===== src/rtl/cmd_dispatcher_if.sv =====
// cmd_dispatcher_if: groups the command, IO-module and sender handshakes of
// the command dispatcher. master = dispatcher side, slave = environment side.
// Ports: cmd_* (decoder -> dispatcher), io_* (dispatcher <-> IO module),
//        tx_* (dispatcher -> UART sender), busy (status).
interface cmd_dispatcher_if #(
  parameter int INSTRUCTION_SIZE = 3,
  parameter int REGISTER_SIZE    = 5,
  parameter int AUXILIAR_SIZE    = 44,
  parameter int RESULT_BYTES     = 1
);
  localparam int CMD_WIDTH = INSTRUCTION_SIZE + REGISTER_SIZE + AUXILIAR_SIZE;

  logic [CMD_WIDTH-1:0]        cmd_data;
  logic                        cmd_valid;
  logic                        cmd_ready;
  logic [INSTRUCTION_SIZE-1:0] io_instr;
  logic [REGISTER_SIZE-1:0]    io_register;
  logic [AUXILIAR_SIZE-1:0]    io_auxiliar;
  logic                        io_valid;
  logic                        io_busy;
  logic                        io_done;
  logic [8*RESULT_BYTES-1:0]   io_result;
  logic [7:0]                  tx_byte;
  logic                        tx_valid;
  logic                        tx_ready;
  logic                        busy;

  modport master (
    input  cmd_data, cmd_valid, io_busy, io_done, io_result, tx_ready,
    output cmd_ready, io_instr, io_register, io_auxiliar, io_valid,
           tx_byte, tx_valid, busy
  );

  modport slave (
    output cmd_data, cmd_valid, io_busy, io_done, io_result, tx_ready,
    input  cmd_ready, io_instr, io_register, io_auxiliar, io_valid,
           tx_byte, tx_valid, busy
  );
endinterface


===== src/rtl/cmd_dispatcher.sv =====
// Purpose: issue one decoded command to the IO module, then stream an ASCII response.
// Latency: io_valid 1 cycle after accept; first tx byte 2 cycles after io_done (or after a BSY accept).
// Backpressure: cmd_ready only in IDLE; tx_byte held stable while tx_valid & !tx_ready.
//
// Ports: clk, rst (synchronous, active-high); bus (cmd_dispatcher_if.master)
//   carrying cmd_data/valid/ready, io_instr/register/auxiliar/valid/busy/done/
//   result, tx_byte/valid/ready and busy.
// Optional build macro CMD_TIMEOUT_EN: enables the ISSUE/WAIT watchdog that
// answers "TO" after TIMEOUT_CYCLES cycles without io_done.
module cmd_dispatcher #(
  parameter int INSTRUCTION_SIZE = 3,
  parameter int REGISTER_SIZE    = 5,
  parameter int AUXILIAR_SIZE    = 44,
  parameter int RESULT_BYTES     = 1,
  parameter int TIMEOUT_CYCLES   = 1024
) (
  input logic             clk,
  input logic             rst,
  cmd_dispatcher_if.master bus
);
  localparam int CMD_WIDTH = INSTRUCTION_SIZE + REGISTER_SIZE + AUXILIAR_SIZE;
  localparam int BUF_DEPTH = (2*RESULT_BYTES+2 > 5) ? 2*RESULT_BYTES+2 : 5;
  localparam int IW        = $clog2(BUF_DEPTH);
  localparam int LW        = $clog2(BUF_DEPTH+1);

  typedef enum logic [2:0] {S_IDLE, S_ISSUE, S_WAIT, S_LOAD, S_SEND} state_e;
  typedef enum logic [2:0] {R_OK, R_HEX, R_BIT, R_BSY, R_TO} rsp_e;

  state_e                      state_q;
  rsp_e                        class_q;
  logic                        cmd_ready_q, busy_q, io_valid_q, tx_valid_q;
  logic [7:0]                  tx_byte_q;
  logic [INSTRUCTION_SIZE-1:0] io_instr_q;
  logic [REGISTER_SIZE-1:0]    io_register_q;
  logic [AUXILIAR_SIZE-1:0]    io_auxiliar_q;
  logic [8*RESULT_BYTES-1:0]   result_q;
  logic [7:0]                  buf_q [BUF_DEPTH];
  logic [LW-1:0]               len_q;
  logic [IW-1:0]               idx_q;
`ifdef CMD_TIMEOUT_EN
  localparam int CW = $clog2(TIMEOUT_CYCLES);
  logic [CW-1:0]               cnt_q;
`endif

  logic [7:0]    resp_buf_d [BUF_DEPTH];
  logic [LW-1:0] resp_len_d;

  function automatic logic [7:0] hex_digit(input logic [3:0] n);
    return (n < 4'd10) ? (8'h30 + {4'h0, n}) : (8'h37 + {4'h0, n});
  endfunction

  function automatic rsp_e class_of(input logic [INSTRUCTION_SIZE-1:0] op);
    if (!op[INSTRUCTION_SIZE-1] || op == INSTRUCTION_SIZE'(3'b111)) return R_OK;
    else if (op == INSTRUCTION_SIZE'(3'b110))                       return R_HEX;
    else                                                             return R_BIT;
  endfunction

  // Response image built from the captured class/result; copied into the
  // buffer during LOAD so SEND only has to walk an index.
  always_comb begin
    for (int i = 0; i < BUF_DEPTH; i++) resp_buf_d[i] = 8'h00;
    resp_len_d = '0;
    case (class_q)
      R_HEX: begin
        for (int i = 0; i < 2*RESULT_BYTES; i++)
          resp_buf_d[i] = hex_digit(result_q[8*RESULT_BYTES-1-4*i -: 4]);
        resp_buf_d[2*RESULT_BYTES]   = 8'h0D;
        resp_buf_d[2*RESULT_BYTES+1] = 8'h0A;
        resp_len_d = LW'(2*RESULT_BYTES+2);
      end
      R_BIT: begin
        resp_buf_d[0] = 8'h20;
        resp_buf_d[1] = {7'b0011000, result_q[0]};
        resp_buf_d[2] = 8'h0D;
        resp_buf_d[3] = 8'h0A;
        resp_len_d = LW'(4);
      end
      R_BSY: begin
        resp_buf_d[0] = 8'h42;
        resp_buf_d[1] = 8'h53;
        resp_buf_d[2] = 8'h59;
        resp_buf_d[3] = 8'h0D;
        resp_buf_d[4] = 8'h0A;
        resp_len_d = LW'(5);
      end
      R_TO: begin
        resp_buf_d[0] = 8'h54;
        resp_buf_d[1] = 8'h4F;
        resp_buf_d[2] = 8'h0D;
        resp_buf_d[3] = 8'h0A;
        resp_len_d = LW'(4);
      end
      default: begin
        resp_buf_d[0] = 8'h4F;
        resp_buf_d[1] = 8'h4B;
        resp_buf_d[2] = 8'h0D;
        resp_buf_d[3] = 8'h0A;
        resp_len_d = LW'(4);
      end
    endcase
  end

  always_ff @(posedge clk) begin
    if (rst) begin
      state_q       <= S_IDLE;
      class_q       <= R_OK;
      cmd_ready_q   <= 1'b1;
      busy_q        <= 1'b0;
      io_valid_q    <= 1'b0;
      tx_valid_q    <= 1'b0;
      tx_byte_q     <= 8'h00;
      io_instr_q    <= '0;
      io_register_q <= '0;
      io_auxiliar_q <= '0;
      result_q      <= '0;
      len_q         <= '0;
      idx_q         <= '0;
      for (int i = 0; i < BUF_DEPTH; i++) buf_q[i] <= 8'h00;
`ifdef CMD_TIMEOUT_EN
      cnt_q         <= '0;
`endif
    end else begin
      io_valid_q <= 1'b0;
      case (state_q)
        S_IDLE: begin
          if (bus.cmd_valid) begin
            cmd_ready_q <= 1'b0;
            busy_q      <= 1'b1;
            if (bus.io_busy) begin
              // IO module occupied: answer BSY without touching the io_* fields.
              class_q <= R_BSY;
              state_q <= S_LOAD;
            end else begin
              io_instr_q    <= bus.cmd_data[CMD_WIDTH-1 -: INSTRUCTION_SIZE];
              io_register_q <= bus.cmd_data[AUXILIAR_SIZE+REGISTER_SIZE-1 -: REGISTER_SIZE];
              io_auxiliar_q <= bus.cmd_data[AUXILIAR_SIZE-1:0];
              io_valid_q    <= 1'b1;
              state_q       <= S_ISSUE;
`ifdef CMD_TIMEOUT_EN
              cnt_q         <= '0;
`endif
            end
          end
        end
        S_ISSUE, S_WAIT: begin
          state_q <= S_WAIT;
          // io_done takes priority over a coincident watchdog expiry.
          if (bus.io_done) begin
            result_q <= bus.io_result;
            class_q  <= class_of(io_instr_q);
            state_q  <= S_LOAD;
          end
`ifdef CMD_TIMEOUT_EN
          else if (cnt_q == CW'(TIMEOUT_CYCLES-1)) begin
            class_q <= R_TO;
            state_q <= S_LOAD;
          end else begin
            cnt_q <= cnt_q + CW'(1);
          end
`endif
        end
        S_LOAD: begin
          for (int i = 0; i < BUF_DEPTH; i++) buf_q[i] <= resp_buf_d[i];
          len_q      <= resp_len_d;
          idx_q      <= '0;
          tx_byte_q  <= resp_buf_d[0];
          tx_valid_q <= 1'b1;
          state_q    <= S_SEND;
        end
        S_SEND: begin
          if (bus.tx_ready) begin
            if (LW'(idx_q) == len_q - LW'(1)) begin
              tx_valid_q  <= 1'b0;
              cmd_ready_q <= 1'b1;
              busy_q      <= 1'b0;
              state_q     <= S_IDLE;
            end else begin
              idx_q     <= idx_q + IW'(1);
              tx_byte_q <= buf_q[idx_q + IW'(1)];
            end
          end
        end
        default: state_q <= S_IDLE;
      endcase
    end
  end

  assign bus.cmd_ready   = cmd_ready_q;
  assign bus.busy        = busy_q;
  assign bus.io_valid    = io_valid_q;
  assign bus.io_instr    = io_instr_q;
  assign bus.io_register = io_register_q;
  assign bus.io_auxiliar = io_auxiliar_q;
  assign bus.tx_byte     = tx_byte_q;
  assign bus.tx_valid    = tx_valid_q;
endmodule


===== src/flat_wrapper.sv =====
// flat-port wrapper written by rule: the top's interface ports become plain ports
module cmd_dispatcher_flat 
#(
  parameter int INSTRUCTION_SIZE = 3,
  parameter int REGISTER_SIZE    = 5,
  parameter int AUXILIAR_SIZE    = 44,
  parameter int RESULT_BYTES     = 1,
  parameter int TIMEOUT_CYCLES   = 1024
)
  (clk, rst, bus_cmd_data, bus_cmd_valid, bus_io_busy, bus_io_done, bus_io_result, bus_tx_ready, bus_cmd_ready, bus_io_instr, bus_io_register, bus_io_auxiliar, bus_io_valid, bus_tx_byte, bus_tx_valid, bus_busy);
  cmd_dispatcher_if #(.INSTRUCTION_SIZE(INSTRUCTION_SIZE), .REGISTER_SIZE(REGISTER_SIZE), .AUXILIAR_SIZE(AUXILIAR_SIZE), .RESULT_BYTES(RESULT_BYTES)) bus_i ();
  input logic clk;
  input logic rst;
  input wire logic [$bits(bus_i.cmd_data)-1:0] bus_cmd_data;
  input wire logic [$bits(bus_i.cmd_valid)-1:0] bus_cmd_valid;
  input wire logic [$bits(bus_i.io_busy)-1:0] bus_io_busy;
  input wire logic [$bits(bus_i.io_done)-1:0] bus_io_done;
  input wire logic [$bits(bus_i.io_result)-1:0] bus_io_result;
  input wire logic [$bits(bus_i.tx_ready)-1:0] bus_tx_ready;
  output wire logic [$bits(bus_i.cmd_ready)-1:0] bus_cmd_ready;
  output wire logic [$bits(bus_i.io_instr)-1:0] bus_io_instr;
  output wire logic [$bits(bus_i.io_register)-1:0] bus_io_register;
  output wire logic [$bits(bus_i.io_auxiliar)-1:0] bus_io_auxiliar;
  output wire logic [$bits(bus_i.io_valid)-1:0] bus_io_valid;
  output wire logic [$bits(bus_i.tx_byte)-1:0] bus_tx_byte;
  output wire logic [$bits(bus_i.tx_valid)-1:0] bus_tx_valid;
  output wire logic [$bits(bus_i.busy)-1:0] bus_busy;
  assign bus_i.cmd_data = bus_cmd_data;
  assign bus_i.cmd_valid = bus_cmd_valid;
  assign bus_i.io_busy = bus_io_busy;
  assign bus_i.io_done = bus_io_done;
  assign bus_i.io_result = bus_io_result;
  assign bus_i.tx_ready = bus_tx_ready;
  assign bus_cmd_ready = bus_i.cmd_ready;
  assign bus_io_instr = bus_i.io_instr;
  assign bus_io_register = bus_i.io_register;
  assign bus_io_auxiliar = bus_i.io_auxiliar;
  assign bus_io_valid = bus_i.io_valid;
  assign bus_tx_byte = bus_i.tx_byte;
  assign bus_tx_valid = bus_i.tx_valid;
  assign bus_busy = bus_i.busy;
  cmd_dispatcher #(.INSTRUCTION_SIZE(INSTRUCTION_SIZE), .REGISTER_SIZE(REGISTER_SIZE), .AUXILIAR_SIZE(AUXILIAR_SIZE), .RESULT_BYTES(RESULT_BYTES), .TIMEOUT_CYCLES(TIMEOUT_CYCLES)) u_core (.clk(clk), .rst(rst), .bus(bus_i));
endmodule

===== config.mk =====
export PLATFORM = sky130hd
export DESIGN_NAME = cmd_dispatcher_flat
export DESIGN_NICKNAME = d
export VERILOG_FILES = /design/src/rtl/cmd_dispatcher_if.sv /design/src/rtl/cmd_dispatcher.sv /design/src/flat_wrapper.sv
export SDC_FILE = /design/constraint.sdc
export NUM_CORES = 1
export LEC_CHECK = 0
export CAP_MARGIN = 40
export CORE_UTILIZATION = 47
export CTS_CLUSTER_DIAMETER = 60
export DETAILED_ROUTE_END_ITERATION = 6
export GPL_ROUTABILITY_DRIVEN = 1
export PLACE_DENSITY = 0.9
export SLEW_MARGIN = 20
export SYNTH_ARGS = -nofsm -noshare
export SYNTH_HDL_FRONTEND = slang
export SYNTH_SLANG_ARGS = --single-unit

===== constraint.sdc =====
create_clock -name clk -period 2 [get_ports clk]
set_input_delay 0.2 -clock clk [delete_from_list [all_inputs] [get_ports clk]]
set_output_delay 0.2 -clock clk [all_outputs]
set_load 0.01 [all_outputs]

---- Word level (Yosys, flattened, before mapping) ----
Memory sizes are Yosys's and may differ from the RTL's.
Cells that the tools add are included.
storage, ports and cells
  word-level logic and storage cells ...... 105
  output and inout bits ................... 64
  bits of input ports ..................... 66
  memories ................................ 1
  RAM bits ................................ 40
  register bits ........................... 84
memories
  name          depth  bits a word  rd ports  clocked after memory_dff  wr ports  line                  text
  u_core.buf_q  5      8            1         0                         5         cmd_dispatcher.sv:37  logic [7:0] buf_q [BUF_DEPTH];
operators by class
  mux-type cells .......................... 43
  order comparisons ....................... 2
  bitwise gates (word level) .............. 8
  equality and inequality tests ........... 17
  $add $sub $neg .......................... 6
  reductions and logical operators ........ 15
operator list
  operator                                                               count
  32-bit case mux with 4 select lines                                    1
  8-bit 2-to-1 mux                                                       9
  6-bit by 4-bit adder with 7-bit output, first input constant           4
  3-bit 2-to-1 mux                                                       9
  8-bit case mux with 2 select lines                                     1
  1-bit 2-to-1 mux                                                       14
  3-bit by 2-bit equality test with 1-bit output, second input constant  4
  3-bit equality test, second input constant                             4
  3-bit case mux with 2 select lines                                     2
  3-bit case mux with 4 select lines                                     1
  3-bit AND reduction                                                    4
  2-bit != test, second input constant                                   5
  4-bit < comparator, second input constant                              2
  4-bit AND reduction                                                    2
  3-bit by 1-bit equality test with 1-bit output, second input constant  2
  1-bit case mux with 2 select lines                                     3
  2-bit nonzero test                                                     3
  1-bit OR                                                               5
  2-bit 2-to-1 mux                                                       2
  4-bit 2-to-1 mux                                                       1
  3-bit by 1-bit adder with 3-bit output, second input constant          1
  3-bit equality test                                                    1
  3-bit zero test                                                        1
  1-bit inverter                                                         3
  other kinds (7)                                                        7

---- Depth between registers and ports, before layout ----
  depth after elaboration ................. 5
  gate-level depth with buffers ........... 6
  mapped depth without buffers ............ 6

---- Worst setup path before layout ----
OpenSTA, ideal clock, no wires.
  kind .................................... register to register
  start ................................... register u_core.idx_q[0]
  end ..................................... register u_core.tx_byte_q[4] (netlist: u_core.bus.tx_byte[4])
  cell stages (with the launch flop) ...... 7
  setup time .............................. 0.141 ns
  clock period less this slack ............ 1.696 ns
  slack ................................... 0.304 ns
  arrival ................................. 1.554 ns
  path buffers ............................ 1
  data required time ...................... 1.859 ns
  path through ............................ dfxtp_1 -> ha_1 -> buf_2 -> mux2_2 -> a22o_1 -> a32oi_1 -> a221oi_1
on the way
  word-level cells in the longest chain between the ends .. 5
  elaborated cells between the ends (all ways) .. 8
  those cells by class .................... add/sub (1); eq/ne (2); mux (3); reduce/logical (1); memory (1)
RTL lines
  what                                    line                   text
  start: declaration                      cmd_dispatcher.sv:39   logic [IW-1:0] idx_q;
  start signal: assignment                cmd_dispatcher.sv:178  idx_q <= idx_q + IW'(1);
  3-bit by 1-bit adder with 3-bit output  cmd_dispatcher.sv:179  tx_byte_q <= buf_q[idx_q + IW'(1)];
  memory 5 x 8 bit                        --
  8-bit 2-to-1 mux                        cmd_dispatcher.sv:172  if (LW'(idx_q) == len_q - LW'(1)) begin
  8-bit 2-to-1 mux                        cmd_dispatcher.sv:171  if (bus.tx_ready) begin
  8-bit case mux with 2 select lines      cmd_dispatcher.sv:124  case (state_q)
  end signal: assignment                  cmd_dispatcher.sv:166  tx_byte_q <= resp_buf_d[0];
  end signal: assignment                  cmd_dispatcher.sv:179
  end: declaration                        cmd_dispatcher.sv:32   logic [7:0] tx_byte_q;
Several ways; a longest one is shown, not always the timed one. The select of a mux whose other input is x is not followed.
A chain may end at the register's enable or synchronous reset.

---- Worst setup path in the final report ----
  start ................................... register u_core.idx_q[1]
  end ..................................... register u_core.tx_byte_q[4] (netlist: u_core.bus.tx_byte[4])
The elaborated chain is that of the path after synthesis.

==> results by group <==
Routing
  – Detail Route Antenna Nets: 0
  – DRC: 0
  – Initial DRC Count: 264
  – Via Count: 3739
  – Pre-antenna DRT Iters: 5
  – Via density: roughly 5.3
  – Drt total wl: 10.59 mm
  – Wirelength per Cell: between 15 and 20 um

Clock network
  – Clock transition at the registers of the reported paths: 0.09 ns
  – Clk buf depth: 2
  – H-tree levels: 3
  – TritonCTS clock tree: done
  – Post-CTS Hold Fix Bufs: 0
  – Clock sink total: 99
  – Clock Root Buffer: clkbuf_8
  – Post-CTS resize count: 0
  – Setup Fix Bufs, Post-CTS: 0
  – TritonCTS Buffers: 9
  – Skew-Pair Late Insertion Delay: 0.37 ns

Final layout
  – Inserted Diodes: 0
  – Fill cells: roughly 670
  – Nets@finish: 658
  – Fin area: about 0.0058 sq mm
  – Layout cells sized above 1: 7.744%
  – Area Growth Syn to Fin: 36.24%
  – Final non-filler cell total: 702

Logic synthesis
  – Yosys top cell by area: dfxtp_1
  – Cells after synthesis: 468
  – Post-synth EDFFs: 18
  – Yosys reg bits: just under 100
  – Top_reg_cell synth: dfxtp_1
  – Synth unique cells: 54
  – Top-count cell post-synth: nand2_1
  – Largest cells by area after synthesis: dfxtp_1 38%, edfxtp_1 13%, nand2_1 10%, a21oi_1 7.9%, mux2i_1 3.1%
  – Post-Syn Area: 0.004223 sq mm
  – Syn_nets: 537
  – Yosys warns: 0
  – Yosys top cell area share: between 30% and 40%
  – Part of the Yosys area used for sequential elements: 51.20%
  – Top cells by count, synth: 116 x nand2_1, 81 x dfxtp_1, 67 x a21oi_1
  – Synth async-reset ratio: 0%
  – Avg Inst Size Synth: 9.023 sq um

Floorplan
  – Die height: approximately 97 um
  – Initial core utilization: 48.42%
  – Core Footprint: 0.008721 sq mm
  – # rows: 34
  – Die span in x: roughly 97 um
  – Die Footprint: 0.009367 sq mm
  – I/O pin count: 130

Critical path
  – Startpoint class of the critical path: register
  – Crit path to: u_core.bus.tx_byte[4]
  – Critical Setup Path Class: register to register
  – R2r setup slk: around 0.19 ns
  – Arr. time, crit path: 2.02 ns
  – CP endpoint kind: register
  – Crit Reg-Reg Endpoint: u_core.bus.tx_byte[4]
  – CP required: 2.21 ns
  – CP Launch Point: u_core.idx_q[1]
  – Critical path peak fanout: 5
  – Reg2Reg Depth: 5
  – Reg-to-reg startpoint: u_core.idx_q[1]

Timing
  – Fin Clk Skew: 0.01228 ns
  – Final Setup Violations: 0
  – Peak Freq: 552.2 MHz
  – Worst Max-Slew Pin Slew: 0.7844 ns
  – Final Critical Period: 1.811 ns
  – Setup TNS: 0 ns
  – Slew Limit Fails: 0
  – Worst slew margin: 47.71%
  – Hold_ws: 0.1735 ns
  – Fin crit share: 90.54%
  – Unrepaired setup endpoints after global routing: false
  – Final Hold Fails: 0

Pwr
  – Pwr/cell area: 751.4 mW/mm^2
  – Max VDD drop: 356.6 uV
  – Leakage power: 2.055 nW

GRT
  – Total Routing Usage GR: 22.88%
  – Vias in the first global route: between 3k and 4k
  – Grt total ovfl: 0
  – First-pass GRT wire length: 17.53 mm
  – Initial antenna violation count: 0
  – Pin count of the biggest net entering global routing: just under 80

Placed design
  – Gp weighted congestion: ~0.8
  – Placed instance area: 0.005579 sq mm
  – IO Port Bufs: 128
  – HPWL after detailed placement: 7.819 mm
  – Placed cell count: 686

Hold path
  – Worst hold path type: primary input to register

Outcome
  – Status: completed

Run
  – Max Cap Viol: 0
==> state kept, by name (all words and copies together), names as in the netlist <==
signal                  cells
u_core.buf_q               18
u_core.bus.busy             1
u_core.bus.cmd_ready        1
u_core.bus.io_auxiliar     44
u_core.bus.io_instr         3
u_core.bus.io_register      5
u_core.bus.io_valid         1
u_core.bus.tx_byte          7
u_core.bus.tx_valid         1
u_core.class_q              2
u_core.idx_q                3
u_core.len_q                2
u_core.result_q             8
u_core.state_q              3
==> through the flow <==
stage	power (mW)	setup WS (ns)	util [%]
3_3_place_gp	3.133	0.1132	63.97
5_1_grt	4.503	0.1046	65.97
3_5_place_dp	3.172	0.04379	63.97
6_report	4.323	0.1891	65.97
4_1_cts	4.335	0.2262	65.97
2_1_floorplan	2.762	0.3045	-
==> cell families (layout without fill, tap and decap cells) <==
kind of cell,count (synthesis),in the layout,share of synthesized area [%]
compound gates,119,119,17.48
xor+xnor,5,5,1.037
fa+ha+maj,3,3,0.8890
buf+inv,46,172,5.926
flops,99,99,51.20
mux,18,18,4.948
other cells,1,1,0.08880
simple gates,177,177,18.43
==> worst max-delay path, cell delays in order (launching register included) <==
cell and delay (ns):
dfxtp_1 0.35, ha_1 0.39, mux2_2 0.36, a22o_1 0.22
a32oi_1 0.21, a221oi_1 0.12
==> metal layers <==
| metal | GRT usage (%) | part of all wire, % | vias up |
|---|---|---|---|
| met1 | 26.08 | 41 | 1752 |
| met5 | 0 | 0 | - |
| met4 | 8.840 | 2.7 | 0 |
| li1 | - | - | 1845 |
| met2 | 41.87 | 51 | 118 |
| met3 | 4.408 | 4.8 | 24 |
==> worst min path at each step <==
stage / from / slack [ns] / depth (start not counted) / endpoint
CTS: rst / 0.17 / 3 / u_core.state_q[0]
global placement: u_core.bus.cmd_ready / 0.43 / 2 / u_core.bus.cmd_ready
finish: rst / 0.17 / 3 / u_core.state_q[0]
floorplan: bus_cmd_data[0] / 0.34 / 2 / u_core.bus.io_auxiliar[0]
global route: rst / 0.18 / 3 / u_core.state_q[0]
detailed placement: u_core.bus.cmd_ready / 0.44 / 2 / u_core.bus.cmd_ready
==> cell type report <==
class / count / area, sq um / area share [%]
inverters: 12 / 45.04 / 0.7829
flip-flops and latches: 99 / 2162 / 37.58
repair buffers: 144 / 1421 / 24.71
clock inverters: 6 / 46.29 / 0.8047
well taps: 108 / 135.1 / 2.349
clock buffers: 10 / 127.6 / 2.218
multi-input cells: 323 / 1815 / 31.56
==> placed cells by master, fill, tap and decap left out, drive strengths merged, types with 4 or more instances in the layout <==
| master | netlist | layout |
|---|---|---|
| a211oi | 8 | 8 |
| a21oi | 67 | 67 |
| a221oi | 5 | 5 |
| a311oi | 6 | 6 |
| buf | 20 | 17 |
| clkbuf | 14 | 10 |
| clkdlybuf4s50 | 0 | 127 |
| dfxtp | 81 | 81 |
| edfxtp | 18 | 18 |
| inv | 12 | 16 |
| mux2i | 13 | 13 |
| nand2 | 116 | 116 |
| nand2b | 7 | 7 |
| nand3b | 4 | 4 |
| nor2 | 29 | 29 |
| nor2b | 4 | 4 |
| o21a | 4 | 4 |
| o21ai | 7 | 7 |
| o22ai | 4 | 4 |
| xnor2 | 4 | 4 |
==> report_power, final <==
part | switching, mW | internal [mW] | leakage [nW]
logic | 0.412 | 0.456 | 1.12
clock network | 0.722 | 0.469 | 0.0934
registers | 0.102 | 2.16 | 0.846
No activity file was read; power rests on OpenSTA's default activity.
